==> src/rtl/aud_interp_dsp.sv <==
// Audio playback engine: streams SRAM samples to the DAC once per LR-clock falling edge,
// with fast-forward, sample-hold slow-down and linearly interpolated slow-down.
module aud_interp_dsp #(
    parameter int unsigned DATA_W  = 16,
    parameter int unsigned ADDR_W  = 20,
    parameter int unsigned SPEED_W = 3
) (
    input  logic               i_clk,
    input  logic               i_rst,
    input  logic               i_start,
    input  logic               i_pause,
    input  logic               i_stop,
    input  logic [SPEED_W-1:0] i_speed,
    input  logic               i_fast,
    input  logic               i_slow_0,
    input  logic               i_slow_1,
    input  logic               i_daclrck,
    input  logic [DATA_W-1:0]  i_sram_data,
    input  logic [ADDR_W-1:0]  i_stop_addr,
    output logic [DATA_W-1:0]  o_dac_data,
    output logic [ADDR_W-1:0]  o_sram_addr,
    output logic [1:0]         o_state,
    output logic               o_fin
);
    localparam int unsigned IW  = DATA_W + SPEED_W + 2;
    localparam int unsigned AW1 = ADDR_W + 1;
    localparam int unsigned NW  = SPEED_W + 1;

    typedef enum logic [1:0] {StIdle = 2'd0, StPlay = 2'd1, StPause = 2'd2} state_e;
    typedef enum logic [1:0] {ModeNormal, ModeFast, ModeSlow0, ModeSlow1} mode_e;

    state_e             state_q;
    mode_e              mode_q, mode;
    logic [SPEED_W-1:0] speed_q, k_q, k_eff;
    logic [ADDR_W-1:0]  addr_q, addr_inc, addr_fast;
    logic [DATA_W-1:0]  dac_q, prev_q, interp;
    logic               fin_q, lr_q, end_q;
    logic               tick, at_end, last_k, leave;
    logic [NW-1:0]      n_val;
    logic [AW1-1:0]     fast_sum;
    logic signed [IW-1:0] diff, prod, quot;
    logic               unused_quot;

    always_comb begin
        tick = lr_q & ~i_daclrck;
        mode = ModeNormal;
        if (i_fast)        mode = ModeFast;
        else if (i_slow_1) mode = ModeSlow1;
        else if (i_slow_0) mode = ModeSlow0;
        n_val  = {1'b0, i_speed} + NW'(1);
        k_eff  = (mode != mode_q || i_speed != speed_q) ? '0 : k_q;
        last_k = (k_eff == i_speed);
        at_end = (addr_q >= i_stop_addr);
        // Inclusive limit: the sample at i_stop_addr is still played; end_q marks it consumed.
        leave  = i_stop | end_q | (addr_q > i_stop_addr);
        addr_inc  = addr_q + ADDR_W'(1);
        fast_sum  = AW1'(addr_q) + AW1'(n_val);
        addr_fast = (fast_sum > AW1'(i_stop_addr)) ? i_stop_addr : fast_sum[ADDR_W-1:0];
        diff = $signed({{(IW-DATA_W){i_sram_data[DATA_W-1]}}, i_sram_data})
             - $signed({{(IW-DATA_W){prev_q[DATA_W-1]}}, prev_q});
        prod = diff * $signed({{(IW-SPEED_W){1'b0}}, k_eff});
        quot = prod / $signed({{(IW-NW){1'b0}}, n_val});
        interp = prev_q + quot[DATA_W-1:0];
        unused_quot = ^quot[IW-1:DATA_W];
    end

    always_ff @(posedge i_clk) begin
        if (i_rst) begin
            state_q <= StIdle;
            addr_q  <= '0;
            dac_q   <= '0;
            fin_q   <= 1'b0;
            k_q     <= '0;
            prev_q  <= '0;
            lr_q    <= 1'b0;
            mode_q  <= ModeNormal;
            speed_q <= '0;
            end_q   <= 1'b0;
        end else begin
            lr_q  <= i_daclrck;
            fin_q <= 1'b0;
            unique case (state_q)
                StIdle: begin
                    dac_q <= '0;
                    if (i_start) begin
                        state_q <= StPlay;
                        addr_q  <= '0;
                        prev_q  <= '0;
                        k_q     <= '0;
                        end_q   <= 1'b0;
                    end
                end
                StPlay: begin
                    if (leave) begin
                        state_q <= StIdle;
                        fin_q   <= 1'b1;
                        addr_q  <= '0;
                        dac_q   <= '0;
                        end_q   <= 1'b0;
                    end else if (i_pause) begin
                        state_q <= StPause;
                        dac_q   <= '0;
                    end else if (tick) begin
                        mode_q  <= mode;
                        speed_q <= i_speed;
                        unique case (mode)
                            ModeNormal: begin
                                dac_q  <= i_sram_data;
                                prev_q <= i_sram_data;
                                k_q    <= '0;
                                if (at_end) end_q  <= 1'b1;
                                else        addr_q <= addr_inc;
                            end
                            ModeFast: begin
                                dac_q <= i_sram_data;
                                k_q   <= '0;
                                if (at_end) end_q  <= 1'b1;
                                else        addr_q <= addr_fast;
                            end
                            ModeSlow0, ModeSlow1: begin
                                dac_q <= (mode == ModeSlow1) ? interp : i_sram_data;
                                if (last_k) begin
                                    k_q <= '0;
                                    if (mode == ModeSlow1) prev_q <= i_sram_data;
                                    if (at_end) end_q  <= 1'b1;
                                    else        addr_q <= addr_inc;
                                end else begin
                                    k_q <= k_eff + SPEED_W'(1);
                                end
                            end
                        endcase
                    end
                end
                StPause: begin
                    dac_q <= '0;
                    if (i_stop) begin
                        state_q <= StIdle;
                        addr_q  <= '0;
                        end_q   <= 1'b0;
                    end else if (i_start) begin
                        state_q <= StPlay;
                    end
                end
                default: state_q <= StIdle;
            endcase
        end
    end

    assign o_dac_data  = dac_q;
    assign o_sram_addr = addr_q;
    assign o_state     = state_q;
    assign o_fin       = fin_q;
endmodule
==> config.mk <==
export PLATFORM = sky130hd
export DESIGN_NAME = aud_interp_dsp
export DESIGN_NICKNAME = d
export VERILOG_FILES = /design/src/rtl/aud_interp_dsp.sv
export SDC_FILE = /design/constraint.sdc
export NUM_CORES = 1
export LEC_CHECK = 0
export ABC_AREA = 0
export CORE_MARGIN = 3
export CORE_UTILIZATION = 45
export DETAILED_ROUTE_END_ITERATION = 10
export GPL_TIMING_DRIVEN = 0
export PLACE_DENSITY = 0.6
export SETUP_SLACK_MARGIN = 0.05
export SKIP_LAST_GASP = 1
export SLEW_MARGIN = 25
export SYNTH_ARGS = -nofsm -noshare
export SYNTH_HDL_FRONTEND = slang
export SYNTH_SLANG_ARGS = --single-unit
==> constraint.sdc <==
create_clock -name i_clk -period 78.7 [get_ports i_clk]
set_clock_uncertainty 0.2 [all_clocks]
set_input_delay 15.74 -clock i_clk [delete_from_list [all_inputs] [get_ports i_clk]]
set_output_delay 15.74 -clock i_clk [all_outputs]
set_load 0.02 [all_outputs]
# Word-level counts from Yosys, hierarchy flattened
# Index checks and enable logic that the tools add are counted.
# Widths: inputs -> output; s select.
[op_classes] n_addsub=6 div=1 shift=0 n_mux=51 bitwise_logic=7 n_lt_le_gt_ge=3 n_mul=1 n_eq_ne=22 reduce_logical=16
[op_table] operator="$mux 20" n=9
[op_table] operator="$mux 16" n=10
[op_table] operator="$pmux 16 s2" n=4
[op_table] operator="$pmux 20 s3" n=2
[op_table] operator="$add 20x4->21" n=1
[op_table] operator="$div 21x5->21" n=1
[op_table] operator="$gt 21x20->1" n=1
[op_table] operator="$mul 17x4->21" n=1
[op_table] operator="$add 20x1->20 const B" n=1
[op_table] operator="$ge 20x20->1" n=1
[op_table] operator="$gt 20x20->1" n=1
[op_table] operator="$mux 3" n=6
[op_table] operator="$sub 16x16->17" n=1
[op_table] operator="$add 16x16->16" n=1
[op_table] operator="$ne 3x3->1 const B" n=5
[op_table] operator="$mux 2" n=7
[op_table] operator="$ne 4x4->1 const B" n=3
[op_table] operator="$pmux 3 s2" n=2
[op_table] operator="$ne 2x2->1 const B" n=5
[op_table] operator="$mux 1" n=8
[op_table] operator="$reduce_and 8->1" n=1
[op_table] operator="$reduce_or 2->1" n=4
[op_table] operator="$reduce_and 7->1" n=1
[op_table] operator="$eq 2x2->1 const B" n=3
[op_table] operator="other kinds (21)" n=28
[totals] input_bits=48 rom_bits=0 latchBits=0 ramBits=0 memories=0 elab_cells=117 register_bits=65

# Longest topological paths before layout
[logic_depth] word_depth=15 ltp_mapped=274 ltp_nobuf=259

# Worst setup path before layout
# No wires, ideal clock.
[synth_path] kind="input-to-reg" startpoint="input port i_sram_data[1]" endpoint="register dac_q[15] (netlist: o_dac_data[15])" setup_slack_ps=13153 path_buffers=16 setup_time_ps=124 required_ps=78376 stages=261 arrival_time_ps=65223 cell_sequence="ha_1 > nor2b_1 > o21ai_0 > nand2b_1 > a21o_1 > a21o_1 > a21o_1 > a21o_1 > a21o_1 > a21o_1 > a21o_1 > a21o_1 > a21o_1 > a21o_1 > a21o_1 > a21oi_1 > xor2_1 > nor2_1 > (+225 left out) > a21o_1 > a21o_1 > a21o_1 > a21oi_1 > o21bai_1 > a21oi_1 > o21bai_1 > a21oi_1 > o21bai_1 > a21oi_1 > o21bai_1 > a21oi_1 > o21bai_1 > a21oi_1 > xnor2_1 > nand3_1 > nor4_1 > nor3_1"
[synth_via] elab_chain_len=10
[synth_lines] item="from (decl)" line="18" text="input logic [DATA_W-1:0] i_sram_data,"
[synth_lines] item="$sub 16x16->17" line="60" text="- $signed({{(IW-DATA_W){prev_q[DATA_W-1]}}, prev_q});"
[synth_lines] item="$mul 17x4->21" line="61" text="prod = diff * $signed({{(IW-SPEED_W){1'b0}}, k_eff});"
[synth_lines] item="$div 21x5->21" line="62" text="quot = prod / $signed({{(IW-NW){1'b0}}, n_val});"
[synth_lines] item="$add 16x16->16" line="63" text="interp = prev_q + quot[DATA_W-1:0];"
[synth_lines] item="$mux 16" line="121" text="dac_q <= (mode == ModeSlow1) ? interp : i_sram_data;"
[synth_lines] item="$pmux 16 s2" line="106" text="unique case (mode)"
[synth_lines] item="$mux 16" line="103" text="end else if (tick) begin"
[synth_lines] item="$mux 16" line="100" text="end else if (i_pause) begin"
[synth_lines] item="$mux 16" line="94" text="if (leave) begin"
[synth_lines] item="$pmux 16 s2" line="82" text="unique case (state_q)"
[synth_lines] item="to (signal assigned)" line="108" text="dac_q <= i_sram_data;"
[synth_lines] item="to (signal assigned)" line="115" text="dac_q <= i_sram_data;"
[synth_lines] item="to (signal assigned)" line="121"
[synth_lines] item="to (decl)" line="36" text="logic [DATA_W-1:0] dac_q, prev_q, interp;"
# Every way passes these cells. The select of a mux whose other input is x is not followed.
# A chain may end at the register's enable or synchronous reset.

# Final worst setup path
# Ends and elaborated chain as after synthesis.

==> impl_metrics.csv <==
group,metric,value,unit
run_status,status,"finished clean",
yosys,async_flop_share,0,%
timing,relSlewSlack,31.9,%
drt,drt_wl_total,54400,µm
floorplan,start_util,45.7,%
cts,clockBufferDepth,2,
placement,hpwl,44700,µm
cells_and_area,multi_input_area,14700,µm²
cells_and_area,fillerInstances,3722,
min_path,worstHoldStart,"k_q[0]$_SDFFE_PP0P_",
grt,grt_pass1_vias,17188,
yosys,synth-adder-area-share,17.2,%
placement,dpl_cell_area,18200,µm²
timing,tns,0,ns
floorplan,fp.dieArea,39600,µm²
grt,track_usage,26.8,%
grt,antenna_found_initial,0,
yosys,synth_top_family_by_area,"compound AO/OA/AOI/OAI gates",
worst_setup_path,cp-end-kind,"register",
yosys,synth-compound-area-share,30.4,%
worst_setup_path,r2r_start,"prev_q[1]$_SDFFE_PP0P_",
cts,clk_latency,0.35,ns
cts,cts_root_buf,"clkbuf_16",
min_path,min_to,"k_q[0]$_SDFFE_PP0P_",
timing,fin_hold_ws,0.262,ns
cells_and_area,area_growth,10.9,%
cts,htreeDepth,3,
drt,wl_per_cell,18.3,µm
placement,portBuffers,84,
worst_setup_path,r2r_slack,20.20,ns
floorplan,rows,70,
worst_setup_path,worstSetupPathType,"in -> reg",
timing,fmax,13.5,MHz
worst_setup_path,crit_fanout,10,
floorplan,die_h,199,µm
worst_setup_path,cpMaxStageDelayCell,"a2111oi_0",
yosys,syn_area_per_cell,6.99,µm²
yosys,synth_xor_area_share,8.52,%
drt,drt-initial-drc-count,1393,
placement,globalplace.congestion,0.893,
floorplan,core,36700,µm²
drt,route.detailed.drc,0,
drt,post_drt_via_cell_ratio,6.16,
worst_setup_path,r2r_cells,262,
yosys,synthSimpleGateAreaFrac,28.2,%
grt,top_usage_layer,"met2",
min_path,hold_depth,2,
drt,dr_total_vias,18277,
timing,drv_slew,0,
grt,gr-total-overflow,0,
yosys,synth_edf_count,0,
grt,use_met3,2.42,%
placement,pre_cts_ws,3.02,ns
floorplan,dieWidth,199,µm
worst_setup_path,slowest_delay,0.52,ns
floorplan,boundaryPins,87,
yosys,ys_ff_latch,65,
cells_and_area,antennaDiodeCount,0,
cells_and_area,nets,2762,
worst_setup_path,timing.rr.end,"o_dac_data[15]$_SDFFE_PP0P_",
run,maxCapViolations,0,
timing,rsz0062_at_grt,"false",
grt,grt_max_degree,23,
timing,postLayoutSetupSlackWorst,4.78,ns
cells_and_area,ff_latch_area,1300,µm²
cells_and_area,layout-drive-gt1-share,6.72,%
grt,met2_usage,45.7,%
yosys,synthMuxAreaShare,2.76,%
min_path,hold_class,"reg -> reg",
cts,numCtsBuffers,9,
yosys,syn-num-nets,2664,
worst_setup_path,cp.required,78.72,ns
cells_and_area,fin_area,18600,µm²
yosys,ys_seq_area_share,7.76,%
timing,setup-violations-final,0,
cts,cts_sinks,65,
yosys,ys_dominant_reg_cell,"dfxtp_1",
yosys,yosysUniqueCellTypes,108,
drt,drtPass1Iterations,7,
yosys,synth_area,16800,µm²
drt,drtAntennaViolNets,0,
timing,min_period_over_period,93.9,%
grt,use_met1,36.7,%
cts,clkTransAtPathRegs,0.06,ns
worst_setup_path,worst_path_most_repeated_cell,"a21oi_1",
grt,grt_pass1_wl,87700,µm
timing,worstMarginPinSlew,1.01,ns
timing,fin_crit,73.92,ns
worst_setup_path,arrival,73.94,ns
worst_setup_path,crit_path_start_kind,"input pin",
yosys,synth_warnings,0,
cts,cts_tree,"built",
yosys,synthCells,2398,
timing,hold_viol,0,
## stage by stage
step / utilization, % / cells
floorplan: - / 2398
global placement: 49.6 / 2950
detailed placement: 49.6 / 2950
CTS: 50.4 / 2966
global route: 50.7 / 2969
finish: 50.7 / 2969
## critical path: cells and delay by family
| kind | cells | cell delay (ns) |
|---|---|---|
| XOR/XNOR | 3 | 0.83 |
| buffers and inverters | 25 | 5.50 |
| multiplexers | 7 | 2.36 |
| AO/OA/AOI/OAI | 115 | 24.17 |
| adder cells (fa/ha/maj) | 27 | 8.18 |
| AND/OR/NAND/NOR | 85 | 17.06 |
## synth_stat cells, types with 22 or more instances
cell type	n	area share, %
inv_1	137	3.1
a21o_1	58	2.6
a211oi_1	28	1.3
nor2b_1	24	0.90
nor2_1	280	6.3
and3_1	44	1.6
or3_1	24	0.90
o21a_1	51	2.3
a22oi_1	44	2.0
ha_1	198	15
a31oi_1	31	1.2
o211ai_1	26	1.2
nor4_1	28	1.0
mux2_2	22	1.5
o21ai_0	143	4.3
xor2_1	55	2.9
nor3_1	91	2.7
clkbuf_1	60	1.3
nand2b_1	38	1.4
nand4_1	34	1.3
nand3_1	44	1.3
a21oi_1	158	4.7
xnor2_1	108	5.6
or2_2	37	1.4
o31ai_1	24	1.1
dfxtp_1	65	7.8
nand2_1	206	4.6
## layer usage
layer	part of all wire, %	vias to the layer above
met4	2.0	0
li1	-	9053
met1	47	8728
met2	47	435
met5	0	-
met3	4.6	61
## cell type report
| type | count | share of cell area [%] |
|---|---|---|
| multi-input combinational | 2113 | 78.9 |
| sequential | 65 | 7.00 |
| timing repair buffer | 87 | 4.62 |
| tap | 468 | 3.15 |
| inverter | 138 | 2.79 |
| buffer | 82 | 1.89 |
| clock buffer | 12 | 1.38 |
| clock inverter | 4 | 0.276 |
## worst max-delay path by stage
stage	start	endpoint	slack, ns	cells after the start
final	i_sram_data[1]	o_dac_data[15]$_SDFFE_PP0P_	4.78	262
after detailed placement	i_sram_data[1]	o_dac_data[15]$_SDFFE_PP0P_	3.02	256
after global routing	i_sram_data[1]	o_dac_data[15]$_SDFFE_PP0P_	0.03	260
after CTS	i_sram_data[1]	o_dac_data[15]$_SDFFE_PP0P_	3.06	256
after floorplan	i_sram_data[1]	o_dac_data[15]$_SDFFE_PP0P_	13.15	261
after global placement	i_sram_data[1]	o_dac_data[15]$_SDFFE_PP0P_	3.32	256
## timing repair
item,CTS,global route
hold buffers,0,0
gates resized for setup,0,16
setup endpoints to repair,0,12
buffers inserted,0,3
## layout by cell type, fill, tap and decap left out, types with 24 or more instances in the layout
cell type,count
o31ai_1,24
o21a_1,51
a211oi_1,28
or2_2,37
o21ai_0,143
a22oi_1,44
nand4_1,34
clkbuf_1,59
a21oi_1,154
nor3_1,88
a21o_1,58
nand3_1,43
xor2_1,55
clkdlybuf4s50_1,83
a31oi_1,31
nand2_1,206
dfxtp_1,65
nor2b_1,24
o211ai_1,26
nor4_1,27
or3_1,24
inv_1,137
ha_1,198
and3_1,44
nor2_1,280
xnor2_1,108
nand2b_1,38
## logic make-up after synthesis
group | after synthesis
compound gates | 747
simple gates | 942
flops | 65
mux | 43
buf+inv | 220
fa+ha+maj | 218
xor+xnor | 163
## registers in the layout (all words and copies together), names as in the netlist
name         cells
k_q              3
o_state          2
o_dac_data      16
speed_q          3
end_q            1
o_fin            1
lr_q             1
mode_q           2
prev_q          16
o_sram_addr     20
Power is left out: the tool's default activity adds up to more than one toggle a clock period on the data nets, which glitch-free logic cannot reach.
